### src/rtl/io_trace_buffer.sv
// io_trace_buffer
// Wishbone-readable trace capture of the 36-bit design output bus. The bus is
// sampled every cycle. When capture is enabled, an entry {timestamp, sample}
// is pushed into a FIFO, either on every cycle or only when the sample changes.
// Firmware drains the FIFO through the register window.
//
// Ports:
//   wb_clk_i       single clock for all logic
//   rst_n          asynchronous active-low reset
//   wbs_cyc_i/stb_i/we_i/sel_i/adr_i/dat_i   Wishbone slave request
//   wbs_ack_o      one-cycle acknowledge for accesses decoded to this block
//   wbs_dat_o      registered read data, zero outside the ack cycle
//   io_out_design  36-bit design output bus being traced
//   trace_irq      CTRL.irq_en & FIFO not empty
//
// Register map (offset = wbs_adr_i[3:2]):
//   0 CTRL    [0] enable [1] change_only [2] clear (pulse, reads 0) [3] irq_en
//   1 STATUS  [4:0] count [8] empty [9] full [10] overflow (sticky)
//   2 DATA_LO head io[31:0]
//   3 DATA_HI [3:0] head io[35:32], [27:16] head timestamp; reading pops
module io_trace_buffer #(
    parameter logic [31:0] ADDR_BASE  = 32'h3000_0100,
    parameter int          DEPTH_LOG2 = 4,
    parameter int          TS_W       = 12
) (
    input  logic        wb_clk_i,
    input  logic        rst_n,
    input  logic        wbs_cyc_i,
    input  logic        wbs_stb_i,
    input  logic        wbs_we_i,
    input  logic [3:0]  wbs_sel_i,
    input  logic [31:0] wbs_adr_i,
    input  logic [31:0] wbs_dat_i,
    output logic        wbs_ack_o,
    output logic [31:0] wbs_dat_o,
    input  logic [35:0] io_out_design,
    output logic        trace_irq
);

    localparam int IO_W    = 36;
    localparam int ENTRY_W = TS_W + IO_W;
    localparam int DEPTH   = 1 << DEPTH_LOG2;

    localparam logic [DEPTH_LOG2:0]   CNT_ZERO = {(DEPTH_LOG2 + 1){1'b0}};
    localparam logic [DEPTH_LOG2:0]   CNT_ONE  = {{DEPTH_LOG2{1'b0}}, 1'b1};
    localparam logic [DEPTH_LOG2:0]   CNT_FULL = {1'b1, {DEPTH_LOG2{1'b0}}};
    localparam logic [DEPTH_LOG2-1:0] PTR_ZERO = {DEPTH_LOG2{1'b0}};
    localparam logic [DEPTH_LOG2-1:0] PTR_ONE  = {{(DEPTH_LOG2 - 1){1'b0}}, 1'b1};
    localparam logic [TS_W-1:0]       TS_ZERO  = {TS_W{1'b0}};
    localparam logic [TS_W-1:0]       TS_ONE   = {{(TS_W - 1){1'b0}}, 1'b1};

    // Registers
    logic                  ctrl_en_r, ctrl_chg_r, ctrl_irq_en_r, clear_pend_r;
    logic [IO_W-1:0]       sample_r, last_r;
    logic [TS_W-1:0]       ts_r;
    logic [DEPTH_LOG2-1:0] wr_ptr_r, rd_ptr_r;
    logic [DEPTH_LOG2:0]   count_r;
    logic                  ovf_r, ack_r, irq_r;
    logic [31:0]           dat_r;
    logic [ENTRY_W-1:0]    mem_r [DEPTH];

    // Combinational next-state and decode
    logic                  sel_s, ctrl_wr_s, pop_req_s, push_req_s;
    logic                  do_push_s, do_pop_s, empty_s, full_s;
    logic                  irq_en_nx_s, ovf_nx_s;
    logic [DEPTH_LOG2:0]   count_nx_s;
    logic [DEPTH_LOG2-1:0] wr_ptr_nx_s, rd_ptr_nx_s;
    logic [TS_W-1:0]       ts_nx_s;
    logic [ENTRY_W-1:0]    head_s;
    logic [31:0]           status_s, data_hi_s, rd_mux_s;
    logic                  unused_s;

    assign unused_s = ^{wbs_adr_i[7:4], wbs_adr_i[1:0], wbs_sel_i[3:1], wbs_dat_i[31:4]};

    // Bus decode; a new access is refused during the ack cycle
    always_comb begin
        sel_s     = wbs_cyc_i & wbs_stb_i & (wbs_adr_i[31:8] == ADDR_BASE[31:8]) & ~ack_r;
        empty_s   = (count_r == CNT_ZERO);
        full_s    = (count_r == CNT_FULL);
        ctrl_wr_s = sel_s & wbs_we_i & (wbs_adr_i[3:2] == 2'd0) & wbs_sel_i[0];
        pop_req_s = sel_s & ~wbs_we_i & (wbs_adr_i[3:2] == 2'd3) & ~empty_s;
    end

    // Read data mux; data registers read as zero while the FIFO is empty
    always_comb begin
        head_s               = mem_r[rd_ptr_r];
        status_s             = 32'h0000_0000;
        status_s[DEPTH_LOG2:0] = count_r;
        status_s[8]          = empty_s;
        status_s[9]          = full_s;
        status_s[10]         = ovf_r;
        data_hi_s            = 32'h0000_0000;
        data_hi_s[3:0]       = head_s[IO_W-1:32];
        data_hi_s[16 +: TS_W] = head_s[ENTRY_W-1:IO_W];
        case (wbs_adr_i[3:2])
            2'd0:    rd_mux_s = {28'h000_0000, ctrl_irq_en_r, 1'b0, ctrl_chg_r, ctrl_en_r};
            2'd1:    rd_mux_s = status_s;
            2'd2:    rd_mux_s = empty_s ? 32'h0000_0000 : head_s[31:0];
            2'd3:    rd_mux_s = empty_s ? 32'h0000_0000 : data_hi_s;
            default: rd_mux_s = 32'h0000_0000;
        endcase
    end

    // FIFO / timestamp next state; a pending clear overrides push and pop
    always_comb begin
        push_req_s  = ctrl_en_r & (~ctrl_chg_r | (sample_r != last_r));
        irq_en_nx_s = ctrl_wr_s ? wbs_dat_i[3] : ctrl_irq_en_r;
        if (clear_pend_r) begin
            do_push_s   = 1'b0;
            do_pop_s    = 1'b0;
            ovf_nx_s    = 1'b0;
            ts_nx_s     = TS_ZERO;
            wr_ptr_nx_s = PTR_ZERO;
            rd_ptr_nx_s = PTR_ZERO;
            count_nx_s  = CNT_ZERO;
        end else begin
            do_pop_s    = pop_req_s;
            // a pop in the same cycle frees the slot, so a full FIFO still accepts
            do_push_s   = push_req_s & (~full_s | pop_req_s);
            ovf_nx_s    = ovf_r | (push_req_s & full_s & ~pop_req_s);
            ts_nx_s     = ctrl_en_r ? (ts_r + TS_ONE) : ts_r;
            wr_ptr_nx_s = do_push_s ? (wr_ptr_r + PTR_ONE) : wr_ptr_r;
            rd_ptr_nx_s = do_pop_s ? (rd_ptr_r + PTR_ONE) : rd_ptr_r;
            case ({do_push_s, do_pop_s})
                2'b10:   count_nx_s = count_r + CNT_ONE;
                2'b01:   count_nx_s = count_r - CNT_ONE;
                default: count_nx_s = count_r;
            endcase
        end
    end

    // Control, capture and bus state registers
    always_ff @(posedge wb_clk_i or negedge rst_n) begin
        if (!rst_n) begin
            ctrl_en_r     <= 1'b0;
            ctrl_chg_r    <= 1'b0;
            ctrl_irq_en_r <= 1'b0;
            clear_pend_r  <= 1'b0;
            sample_r      <= {IO_W{1'b0}};
            last_r        <= {IO_W{1'b0}};
            ts_r          <= TS_ZERO;
            wr_ptr_r      <= PTR_ZERO;
            rd_ptr_r      <= PTR_ZERO;
            count_r       <= CNT_ZERO;
            ovf_r         <= 1'b0;
            ack_r         <= 1'b0;
            dat_r         <= 32'h0000_0000;
            irq_r         <= 1'b0;
        end else begin
            if (ctrl_wr_s) begin
                ctrl_en_r  <= wbs_dat_i[0];
                ctrl_chg_r <= wbs_dat_i[1];
            end
            ctrl_irq_en_r <= irq_en_nx_s;
            clear_pend_r  <= ctrl_wr_s & wbs_dat_i[2];
            sample_r      <= io_out_design;
            if (ctrl_en_r) begin
                last_r <= sample_r;
            end
            ts_r     <= ts_nx_s;
            wr_ptr_r <= wr_ptr_nx_s;
            rd_ptr_r <= rd_ptr_nx_s;
            count_r  <= count_nx_s;
            ovf_r    <= ovf_nx_s;
            ack_r    <= sel_s;
            dat_r    <= (sel_s & ~wbs_we_i) ? rd_mux_s : 32'h0000_0000;
            irq_r    <= irq_en_nx_s & (count_nx_s != CNT_ZERO);
        end
    end

    // FIFO storage; contents are only visible while count is non-zero
    always_ff @(posedge wb_clk_i) begin
        if (do_push_s) begin
            mem_r[wr_ptr_r] <= {ts_r, sample_r};
        end
    end

    assign wbs_ack_o = ack_r;
    assign wbs_dat_o = dat_r;
    assign trace_irq = irq_r;

endmodule

### config.mk
export PLATFORM = sky130hd
export DESIGN_NAME = io_trace_buffer
export DESIGN_NICKNAME = d
export VERILOG_FILES = /design/src/rtl/io_trace_buffer.sv
export SDC_FILE = /design/constraint.sdc
export NUM_CORES = 1
export LEC_CHECK = 0
export CAP_MARGIN = 10
export CORE_MARGIN = 1
export CORE_UTILIZATION = 40
export DETAILED_ROUTE_END_ITERATION = 7
export DONT_BUFFER_PORTS = 1
export SLEW_MARGIN = 20
export SYNTH_ARGS = -nofsm -noshare
export SYNTH_HDL_FRONTEND = slang
export SYNTH_SLANG_ARGS = --single-unit
### constraint.sdc
create_clock -name wb_clk_i -period 6.9 [get_ports wb_clk_i]
set_input_delay 1.035 -clock wb_clk_i [delete_from_list [all_inputs] [get_ports wb_clk_i]]
set_output_delay 1.035 -clock wb_clk_i [all_outputs]
set_load 0.005 [all_outputs]
# Yosys cells after proc, flatten, opt, wreduce, memory -nomap -nowiden
# Memories as Yosys holds them, arrays and structs flattened.
# Index checks and enable logic that the tools add are counted.
[classes] n_mux=17 reduce_logical=6 n_eq_ne=8 bitwise_logic=24 addsub=5
[ops] op="$pmux 32 s4" count=1
[ops] op="$mux 32" count=2
[ops] op="$ne 36x36->1" count=1
[ops] op="$mux 28" count=1
[ops] op="$eq 24x22->1 const B" count=1
[ops] op="$mux 12" count=2
[ops] op="$mux 4" count=4
[ops] op="$and 1x1->1" count=15
[ops] op="$add 12x1->12 const B" count=1
[ops] op="$pmux 5 s2" count=1
[ops] op="$add 4x1->4 const B" count=2
[ops] op="$eq 2x2->1 const B" count=3
[ops] op="$not 1->1" count=6
[ops] op="$reduce_bool 2->1" count=3
[ops] op="$add 5x1->5 const B" count=1
[ops] op="$eq 5x5->1 const B" count=1
[ops] op="$logic_not 5->1" count=1
[ops] op="$mux 1" count=5
[ops] op="$mux 5" count=1
[ops] op="$reduce_bool 5->1" count=1
[ops] op="$sub 5x1->5 const B" count=1
[ops] op="$eq 2x1->1 const B" count=2
[ops] op="$or 1x1->1" count=3
[ops] op="$logic_not 2->1" count=1
[totals] n_memories=1 mem_bits_rw=768 register_bits=136
[memory_table] memory="mem_r" words=16 width=48 read_ports=1 rd_ports_with_merged_regs=0 wr=1 line_no="60" source="logic [ENTRY_W-1:0] mem_r [DEPTH];"

# Logic depth before layout (Yosys ltp)
# Gate-level depths: netlist of run 1.
[logic_depth] word_depth=13 mapped_depth=14 ltp_nobuf=13

# Least setup slack after synthesis of run 1
# OpenSTA, ideal clock, no wires.
[synth_timing] kind="input to register" start="input wbs_adr_i[10]" end="memory mem_r[10][0] (netlist bit), enable pin" path_slack_ps=-797 t_arrival_ps=7125 required_time_ps=6327 path_stages=8 setup_time_ps=573 cell_sequence="nor4_1 nand4_1 or4_4 nor2_8 o21ba_4 buf_6 nand2_2 nor4_1"
[synth_via] elab_chain_cells=11
[synth_lines] item="start: declaration" line_no="32" source="input logic [31:0] wbs_adr_i,"
[synth_lines] item="$eq 24x22->1" line_no="77" source="sel_s = wbs_cyc_i & wbs_stb_i & (wbs_adr_i[31:8] == ADDR_BASE[31:8]) & ~ack_r;"
[synth_lines] item="$and 1x1->1 (2 in a row)" line_no="77"
[synth_lines] item="$and 1x1->1 (3 in a row)" line_no="81" source="pop_req_s = sel_s & ~wbs_we_i & (wbs_adr_i[3:2] == 2'd3) & ~empty_s;"
[synth_lines] item="$or 1x1->1" line_no="119" source="do_push_s = push_req_s & (~full_s | pop_req_s);"
[synth_lines] item="$and 1x1->1" line_no="119"
[synth_lines] item="$mux 1" line_no="108" source="if (clear_pend_r) begin"
[synth_lines] item="$mux 1" line_no="173" source="if (do_push_s) begin"
[synth_lines] item="$mux 1 (not written as such)" line_no="174" source="mem_r[wr_ptr_r] <= {ts_r, sample_r};"
[synth_lines] item="end: declaration" line_no="60"
# No other way between the ends.

# Worst setup path in the final report of run 1
[layout_timing] start="register sample_r[31]" end="register irq_r, in the netlist trace_irq"
[layout_via] elab_chain_cells=9 elab_cells_between_ends=10 cone_classes="eq/ne: 3; mux: 2; bitwise: 4; reduce/logical: 1"
[layout_lines] item="start: declaration" line_no="54" source="logic [IO_W-1:0] sample_r, last_r;"
[layout_lines] item="start signal: assignment" line_no="139" source="sample_r <= {IO_W{1'b0}};"
[layout_lines] item="start signal: assignment" line_no="156" source="sample_r <= io_out_design;"
[layout_lines] item="$ne 36x36->1 (*)" line_no="106" source="push_req_s = ctrl_en_r & (~ctrl_chg_r | (sample_r != last_r));"
[layout_lines] item="$or 1x1->1 (*)" line_no="106"
[layout_lines] item="$and 1x1->1 (*)" line_no="106"
[layout_lines] item="$and 1x1->1 (*)" line_no="119"
[layout_lines] item="$eq 2x1->1 or $eq 2x2->1 (tied branches)" line_no="124" source="case ({do_push_s, do_pop_s})"
[layout_lines] item="$pmux 5 s2 (*)" line_no="124"
[layout_lines] item="$mux 5 (*)" line_no="108"
[layout_lines] item="$reduce_bool 5->1 (*)" line_no="167" source="irq_r <= irq_en_nx_s & (count_nx_s != CNT_ZERO);"
[layout_lines] item="$and 1x1->1 (*)" line_no="167"
[layout_lines] item="end signal: assignment" line_no="167"
[layout_lines] item="end: declaration" line_no="58" source="logic ovf_r, ack_r, irq_r;"
# Mark *: on every way between the ends. The rest lies on a longest branch, timed or not.
# A chain may end at the register's enable or synchronous reset.

==> results of run 1 <==
cell usage after synthesis (2+ instances only):
cell,instances,share of area
inv_1,15,0.0016
nand3_1,8,0.0012
a22oi_1,5,0.0011
edfxtp_1,768,0.67
xor2_1,42,0.011
a21oi_1,15,0.0022
nor2b_1,5,0.00090
clkbuf_2,2,0.00029
mux2_4,2,0.00087
a21o_1,2,0.00043
buf_2,24,0.0035
buf_6,3,0.00097
o22ai_1,2,0.00036
clkbuf_1,33,0.0036
nor3_1,5,0.00072
and2_1,2,0.00036
ha_1,9,0.0032
xnor2_1,10,0.0025
and3_1,9,0.0016
o22a_1,3,0.00076
nand2_1,36,0.0039
nand4_1,7,0.0013
mux2_2,38,0.012
mux2i_1,11,0.0032
nor4_1,14,0.0025
nor2_1,45,0.0049
nor4b_2,4,0.0017
dfrtp_1,136,0.098
nor2b_2,10,0.0025
buf_1,10,0.0011
mux4_2,240,0.16
or4_4,3,0.00097
final timing paths:
path,startpoint,endpoint,cells after the start
max,sample_r[31]$_DFF_PN0_,trace_irq$_DFF_PN0_,13
min,rst_n,sample_r[35]$_DFF_PN0_,0
max reg2reg,sample_r[31]$_DFF_PN0_,trace_irq$_DFF_PN0_,13
min reg2reg,last_r[7]$_DFFE_PN0P_,last_r[7]$_DFFE_PN0P_,1
max in group asynchronous,rst_n,wbs_dat_o[17]$_DFF_PN0_,0
min in group wb_clk_i,io_out_design[33],sample_r[33]$_DFF_PN0_,0
where the power goes:
part / total [W] / switching, W / internal (W)
combinational: 0.0000225 / 0.0000144 / 0.00000814
clock: 0.00502 / 0.00204 / 0.00298
sequential: 0.00598 / 0.0000561 / 0.00592
total: 0.0110 / 0.00211 / 0.00891
logic make-up (layout without fill, tap and decap cells):
family	Yosys count	in the layout	share of synthesized area
buffers and inverters	89	216	0.0113
and+or+nand+nor	162	162	0.0274
other	0	1	0
DFF	904	904	0.763
AOI/OAI and AO/OA	38	38	0.00827
muxes	292	292	0.173
xor gates and xnor gates	52	52	0.0131
adders and majority gates	10	10	0.00383
flip-flops by register name, summed over array words and instances, names as in the netlist:
register / cells
ts_r: 12
sample_r: 36
trace_irq: 1
ovf_r: 1
ctrl_en_r: 1
mem_r: 768
last_r: 36
clear_pend_r: 1
wbs_dat_o: 32
wbs_ack_o: 1
ctrl_chg_r: 1
wr_ptr_r: 4
ctrl_irq_en_r: 1
count_r: 5
rd_ptr_r: 4
layout make-up:
cell class,count,area (sq um),share of cell area
diodes,1,2.50,0.0000638
clock buffers,126,2590,0.0662
clock inverters,48,495,0.0126
inverters,16,60.1,0.00153
multi-input cells,554,7910,0.202
flip-flops and latches,904,26500,0.675
well taps,1144,1430,0.0365
repair buffers,26,245,0.00625
metal layers:
layer  vias up  track usage  part of all wire
met1      8362        0.246              0.43
met5         -            0           0.00070
met2       471        0.286              0.49
li1       6483            -                 -
met3       127       0.0354             0.058
met4         8       0.0429             0.023
worst register-to-register path, cell delays in order, from the launching register on:
cell and delay [ns]:
dfrtp_1 0.63, xor2_1 0.24, nor4_1 0.71, nand4_1 0.30
o31ai_4 0.52, and2_1 0.31, inv_1 0.10, fa_1 0.41
inv_1 0.09, a21o_1 0.12, a21oi_1 0.10, or4_1 0.41
a21boi_1 0.21, o22ai_2 0.13
through the flow:
stage	total power, W	cell area [sq um]	TNS, ns	cells
2_1_floorplan	0.00608	34700	-114.80	1547
3_3_place_gp	0.00611	36100	0	2644
3_5_place_dp	0.00611	36100	0	2644
4_1_cts	0.0111	39200	0	2818
5_1_grt	0.0113	39200	0	2818
6_report	0.0110	39200	0	2819
==> metrics.csv, run 1 <==
stage;metric;value;unit
run_status;status;complete, no violations;
routing;ant_nets;0;
finish;layout_common_cells;768 x edfxtp_1, 240 x mux4_2, 131 x dfrtp_1;
sta;slew_headroom;0.261;
clock_network;ctsResizeCount;0;
sta;drv_slew;0;
routing;viasPerCell;5.48;
synthesis;ys_seq_area_frac;0.763;
synthesis;synth_cells;1547;
floorplan;start_util;0.405;
routing;postRouteWirelength;75300;um
critical_path;slowest_stage;nor4_1;
clock_network;numCtsBuffers;93;
synthesis;synth_flop_cell;edfxtp_1;
finish;fin_nets;1714;
sta;tightest_slew;1.11;ns
floorplan;rows;107;
routing;route.vias.total;15500;
routing;wl_per_cell;26.7;um
synthesis;synth_area;34700;sq um
clock_network;cts_root_buf;clkbuf_16;
clock_network;cts_buffer_depth;3;
finish;final_common_cell;edfxtp_1;
worst_hold_path;hold_class;in -> async;
critical_path;crit_path_end_kind;flop;
critical_path;crit_path_start_kind;flop;
power_and_ir_drop;p_leak;13.1;nW
global_route;overflow;0;
sta;worst_hold_slack;0.104;ns
synthesis;synth-edff-count;768;
placed_design;place_hpwl;40100;um
power_and_ir_drop;powerDensity;281;nW/um^2
clock_network;h-tree-depth;3;
finish;fill_cells;7032;
clock_network;cts_tree;yes;
global_route;grt_pass1_wl;111000;um
global_route;antenna_found_initial;10;
critical_path;worst_ep_arrival_time;4.90;ns
critical_path;critPathMaxFanout;18;
synthesis;yosys_warnings;0;
sta;final-setup-viol-count;0;
global_route;grt_use_total;0.177;
finish;utilization;0.458;
floorplan;coreArea;85500;sq um
clock_network;clock_latency;0.65;ns
global_route;grt_pass1_vias;16600;
floorplan;die_x;296;um
critical_path;critical_path.max_stage_delay;0.71;ns
sta;layout_min_cycle_time;4.41;ns
flow_run;cap_violations;0;
sta;fin_ws;2.49;ns
synthesis;syn-num-nets;1666;
routing;drt_iter0_markers;1343;
clock_network;clkTransAtPathRegs;0.06;ns
synthesis;avgSynthCellArea;22.4;sq um
sta;fmax;0.227;GHz
critical_path;cp_data_required_time;7.39;ns
sta;rsz0062_at_grt;false;
synthesis;yosysUniqueCellTypes;61;
floorplan;fp.dieH;296;um
placed_design;io_buffers;0;
critical_path;reg2reg_slack;2.49;ns
power_and_ir_drop;ir_worst_vdd;0.215;mV
synthesis;ys_seq_elements;904;
critical_path;cp.buffers_inverters;2;
clock_network;ctsHoldBuffers;0;
floorplan;die-area;87800;sq um
placed_design;gp_congestion;0.774;
sta;hold_viol_final;0;
finish;drive_gt1_frac;0.297;
clock_network;clock-sinks;904;
critical_path;critPathKind;reg -> reg;
finish;area.growth.synth_to_final;13.1;%
critical_path;path_cells;xor2_1, nor4_1, nand4_1, o31ai_4, and2_1, inv_1, fa_1, inv_1, a21o_1, a21oi_1, or4_1, a21boi_1, o22ai_2;
synthesis;synthArstFlopShare;0.150;
routing;drc;0;
clock_network;post_cts_buffers;0;
floorplan;io_pins;143;
critical_path;cpMostUsedCell;inv_1;
placed_design;dpl_worst_slack;2.17;ns
global_route;grt_max_degree;137;
sta;fin_skew;0.0341;ns
routing;first_pass_iters;7;
sta;min_period_over_period;0.639;
critical_path;cp_top_family;simple AND/OR/NAND/NOR gates;
Power figures use the tool's default switching activity.
==> run 2, diff against run 1 <==
- clock period: 6.9 -> 4.2 ns (I/O delays scaled with it)
==> run 2 against run 1 <==
Net effect: flip-flop and latch count did not move; sequential share of layout area fell by 1.1 points; routed wire length rose by 4.2%; design area rose by 1.7%; die area did not move; largest power group unchanged; register-to-register slack got worse by 2.1 ns; sequential power rose by 64%; final cell count rose by 2.5%; count of clock-buffer cells in the layout rose by 9; fmax rose by 16%.
==> metrics.csv, run 2 (synthesized netlist as in run 1, its figures left out) <==
stage;metric;value;unit
run_status;status;complete, no violations;
critical_path;critPathKind;reg -> reg;
clock_network;h-tree-depth;3;
routing;route.vias.total;15900;
sta;final-setup-viol-count;0;
floorplan;io_pins;143;
placed_design;place_hpwl;41800;um
global_route;overflow;0;
floorplan;start_util;0.405;
power_and_ir_drop;pwr-share-comb;0.009;
power_and_ir_drop;power.total;0.0181;W
routing;postRouteWirelength;78500;um
finish;largest_registers;mem_r x768, last_r x36, sample_r x36;
placed_design;gp_congestion;0.774;
critical_path;crit_path_end_kind;flop;
finish;fin_nets;1782;
worst_hold_path;hold_class;in -> async;
critical_path;reg2regPathDepth;13;
routing;drt_iter0_markers;1523;
power_and_ir_drop;switching_share;0.199;
sta;setup_tns;0;ns
routing;viasPerCell;5.49;
clock_network;clock_latency;0.65;ns
power_and_ir_drop;p_int;0.0145;W
sta;min_period_over_period;0.906;
finish;final_common_cell;edfxtp_1;
finish;largest_reg_flops;768;
global_route;grt_max_degree;137;
power_and_ir_drop;powerDensity;454;nW/um^2
clock_network;clkTransAtPathRegs;0.06;ns
routing;drc;0;
finish;finalNonFillerCells;2890;
global_route;grt_use_total;0.184;
routing;ant_nets;0;
finish;layout_common_cells;768 x edfxtp_1, 240 x mux4_2, 131 x dfrtp_1;
critical_path;r2r_start;sample_r[32]$_DFF_PN0_;
power_and_ir_drop;seq_power_share;0.540;
critical_path;cp_data_required_time;4.71;ns
placed_design;placed_area;36400;sq um
clock_network;cts_root_buf;clkbuf_16;
floorplan;rows;107;
clock_network;cts_buffer_depth;3;
sta;fin_skew;0.0320;ns
clock_network;ctsResizeCount;0;
critical_path;worstReg2RegEnd;trace_irq$_DFF_PN0_;
clock_network;numCtsBuffers;95;
finish;stdcell_area;39900;sq um
placed_design;placedCellCount;2673;
floorplan;coreArea;85500;sq um
flow_run;cap_violations;0;
placed_design;io_buffers;0;
clock_network;post_cts_buffers;0;
floorplan;fp.dieH;296;um
clock_network;clock-sinks;904;
power_and_ir_drop;ir_worst_vdd;0.320;mV
finish;drive_gt1_frac;0.305;
finish;area.growth.synth_to_final;15.1;%
sta;slew_headroom;0.273;
power_and_ir_drop;p_switching;0.00360;W
routing;first_pass_iters;6;
finish;utilization;0.466;
sta;layout_min_cycle_time;3.80;ns
power_and_ir_drop;power.share.clock;0.451;
sta;tightest_slew;1.09;ns
floorplan;die_x;296;um
floorplan;die-area;87800;sq um
critical_path;reg2reg_slack;0.40;ns
critical_path;critPathMaxFanout;18;
finish;top_register;mem_r;
clock_network;cts_tree;yes;
critical_path;worst_ep_arrival_time;4.31;ns
routing;wl_per_cell;27.2;um
critical_path;crit_path_start_kind;flop;
power_and_ir_drop;p_leak;13.5;nW
global_route;antenna_found_initial;3;
global_route;grt_pass1_wl;115000;um
sta;fmax;0.263;GHz
sta;drv_slew;0;
sta;rsz0062_at_grt;false;
clock_network;ctsHoldBuffers;37;
global_route;grt_pass1_vias;17000;
sta;hold_viol_final;0;
[run 2: area by class of cell]
| type | count | area [sq um] |
|---|---|---|
| Sequential cell | 904 | 26500 |
| Tap cell | 1144 | 1430 |
| Clock inverter | 44 | 375 |
| Clock buffer | 135 | 2720 |
| Fill cell | 7040 | 45700 |
| Antenna cell | 1 | 2.50 |
| Multi-Input combinational cell | 554 | 7930 |
| Timing Repair Buffer | 92 | 888 |
| Inverter | 16 | 60.1 |
[run 2: stage by stage]
step,hold WS (ns),setup WS [ns]
2_1_floorplan,0.334,-1.00
3_3_place_gp,0.341,0.420
3_5_place_dp,0.342,0.376
4_1_cts,0.0319,0.427
5_1_grt,0.0394,0.0970
6_report,0.00105,0.395
[run 2: worst max path at each step]
stage	start	end	slack [ns]
after floorplan	wbs_adr_i[11]	mem_r[10][0]$_DFFE_PP_	-1.00
after global placement	sample_r[32]$_DFF_PN0_	trace_irq$_DFF_PN0_	0.42
after detailed placement	wbs_adr_i[17]	mem_r[0][24]$_DFFE_PP_	0.38
after CTS	sample_r[32]$_DFF_PN0_	trace_irq$_DFF_PN0_	0.43
after global routing	sample_r[20]$_DFF_PN0_	trace_irq$_DFF_PN0_	0.1
final	sample_r[32]$_DFF_PN0_	trace_irq$_DFF_PN0_	0.40
[run 2: metal layers]
layer | global-route usage | share of wire
met1 | 0.255 | 0.42
met2 | 0.297 | 0.49
met3 | 0.0376 | 0.067
met4 | 0.0480 | 0.022
met5 | 0 | 0.00025
[run 2: power groups by stage]
stage	Clock [W]	Combinational, W	Sequential, W
2_1_floorplan	0	0.0000245	0.00996
3_3_place_gp	0	0.0000883	0.00996
3_5_place_dp	0	0.0000926	0.00996
4_1_cts	0.00835	0.000159	0.00978
5_1_grt	0.00868	0.000169	0.00978
6_report	0.00817	0.000154	0.00978
[run 2: worst max-delay path, stage by stage, from the launching register on]
cell and delay, ns:
dfrtp_1 0.72, xor2_1 0.13, nor4_1 0.55, nand4_1 0.26
o31ai_4 0.28, and2_1 0.19, inv_1 0.06, fa_1 0.40
inv_1 0.07, a21o_1 0.10, a21oi_1 0.10, or4_1 0.42
a21boi_1 0.24, o22ai_2 0.13
==> run 3, diff against run 2 <==
- CTS_BUF_LIST: unset -> sky130_fd_sc_hd__clkbuf_4 sky130_fd_sc_hd__clkbuf_8 sky130_fd_sc_hd__clkbuf_16
- CTS_CLUSTER_SIZE: unset -> 12
==> run 3 against run 2 <==
Net effect: first-iteration DRC count fell by 1.8%; design area barely moved; setup slack improved by 0.036 ns; via count fell by 0.30%; routed wire length fell by 0.39%; global-route usage barely moved; non-clock buffer count rose by 1; final cell count barely moved; sequential share of layout area fell by 0.054 points; worst hold slack improved by 0.074 ns; critical endpoint unchanged.
==> metrics.csv, run 3 (synthesized netlist as in run 1, its figures left out) <==
stage;metric;value;unit
run_status;status;complete, no violations;
finish;drive_gt1_frac;0.320;
finish;layout_common_cells;768 x edfxtp_1, 240 x mux4_2, 131 x dfrtp_1;
sta;fin_ws;0.431;ns
floorplan;coreArea;85500;sq um
floorplan;die_x;296;um
finish;largest_reg_flops;768;
floorplan;start_util;0.405;
critical_path;critPathKind;reg -> reg;
routing;drt_iter0_markers;1496;
placed_design;io_buffers;0;
clock_network;ctsHoldBuffers;37;
finish;area.growth.synth_to_final;15.2;%
clock_network;clock_latency;0.65;ns
global_route;grt_pass1_vias;16900;
floorplan;fp.dieH;296;um
finish;stdcell_area;39900;sq um
sta;min_period_over_period;0.897;
critical_path;worst_ep_arrival_time;4.27;ns
critical_path;cp_data_required_time;4.70;ns
sta;hold_viol_final;0;
finish;top_register;mem_r;
power_and_ir_drop;p_int;0.0146;W
power_and_ir_drop;powerDensity;455;nW/um^2
finish;area.sequential;26500;sq um
clock_network;cts_buffer_depth;3;
routing;drc;0;
clock_network;h-tree-depth;3;
clock_network;ctsResizeCount;0;
power_and_ir_drop;switching_share;0.196;
power_and_ir_drop;pwr-share-comb;0.009;
global_route;overflow;0;
clock_network;post_cts_buffers;0;
power_and_ir_drop;ir_worst_vdd;0.340;mV
critical_path;critPathMaxFanout;18;
floorplan;die-area;87800;sq um
global_route;grt_pass1_wl;114000;um
routing;wl_per_cell;27.0;um
critical_path;crit_path_end_kind;flop;
finish;multi_input_area;7930;sq um
sta;final-setup-viol-count;0;
sta;slew_headroom;0.268;
worst_hold_path;hold_class;in -> reg;
floorplan;io_pins;143;
power_and_ir_drop;p_leak;13.6;nW
sta;layout_min_cycle_time;3.77;ns
floorplan;rows;107;
sta;drv_slew;0;
routing;postRouteWirelength;78200;um
power_and_ir_drop;power.share.clock;0.453;
finish;fill_cells;7032;
clock_network;clock-sinks;904;
sta;fmax;0.265;GHz
sta;tightest_slew;1.10;ns
placed_design;dpl_worst_slack;0.376;ns
sta;rsz0062_at_grt;false;
global_route;grt_use_total;0.183;
placed_design;place_hpwl;41800;um
finish;fin_nets;1784;
global_route;grt_max_degree;137;
placed_design;placed_area;36400;sq um
finish;antenna_cells;0;
routing;route.vias.total;15800;
finish;largest_registers;mem_r x768, last_r x36, sample_r x36;
routing;first_pass_iters;5;
clock_network;clkTransAtPathRegs;0.06;ns
flow_run;cap_violations;0;
routing;viasPerCell;5.47;
placed_design;gp_congestion;0.774;
finish;final_common_cell;edfxtp_1;
global_route;antenna_found_initial;2;
sta;fin_skew;0.0277;ns
power_and_ir_drop;seq_power_share;0.539;
clock_network;numCtsBuffers;96;
power_and_ir_drop;p_switching;0.00355;W
clock_network;cts_tree;yes;
clock_network;cts_root_buf;clkbuf_16;
critical_path;crit_path_start_kind;flop;
routing;ant_nets;0;
[run 3: worst paths after layout]
| check | startpoint | endpoint | slack (ns) | cells past startpoint |
|---|---|---|---|---|
| max | sample_r[20]$_DFF_PN0_ | trace_irq$_DFF_PN0_ | 0.43 | 14 |
| min | wbs_adr_i[30] | wbs_ack_o$_DFF_PN0_ | 0.08 | 1 |
| max reg2reg | sample_r[20]$_DFF_PN0_ | trace_irq$_DFF_PN0_ | 0.43 | 14 |
| min reg2reg | last_r[35]$_DFFE_PN0P_ | last_r[35]$_DFFE_PN0P_ | 0.52 | 1 |
| max in group asynchronous | rst_n | sample_r[21]$_DFF_PN0_ | 2.85 | 2 |
| min in group asynchronous | rst_n | sample_r[35]$_DFF_PN0_ | 0.55 | 2 |
[run 3: layout make-up]
class | instances | share of cell area
Tap cell | 1144 | 0.0359
Clock inverter | 31 | 0.00589
Multi-Input combinational cell | 554 | 0.199
Timing Repair Buffer | 93 | 0.0225
Clock buffer | 150 | 0.0723
Inverter | 16 | 0.00150
Sequential cell | 904 | 0.663
[run 3: per-stage QoR]
stage,total power [W],hold WS [ns],cells,TNS (ns),util
after floorplan,0.00999,0.334,1547,-163.88,-
after global placement,0.0100,0.341,2673,0,0.426
after detailed placement,0.0101,0.342,2673,0,0.426
after CTS,0.0183,0.0158,2891,0,0.467
after global routing,0.0187,0.0472,2892,0,0.467
final,0.0181,0.0755,2892,0,0.467
[run 3: power groups by stage]
stage / clock (W) / sequential (W) / combinational [W]
finish: 0.00821 / 0.00978 / 0.000155
floorplan: 0 / 0.00996 / 0.0000245
CTS: 0.00837 / 0.00978 / 0.000159
detailed placement: 0 / 0.00996 / 0.0000926
global route: 0.00871 / 0.00978 / 0.000171
global placement: 0 / 0.00996 / 0.0000883
[run 3: worst max-delay path, stage by stage, from the launching register on]
cell	delay [ns]
dfrtp_1	0.65
xor2_1	0.23
nor4_1	0.34
buf_4	0.18
nand4_1	0.19
o31ai_4	0.34
and2_1	0.19
inv_1	0.06
fa_1	0.40
inv_1	0.07
a21o_1	0.10
a21oi_1	0.10
or4_1	0.42
a21boi_1	0.24
o22ai_2	0.13
[run 3: per-layer routing]
layer  GRT usage  part of all wire  routed length [um]
met1       0.258              0.43               33300
met2       0.294              0.49               38100
met3      0.0340             0.063                4910
met4      0.0507             0.024                1890
met5           0           0.00026                  20
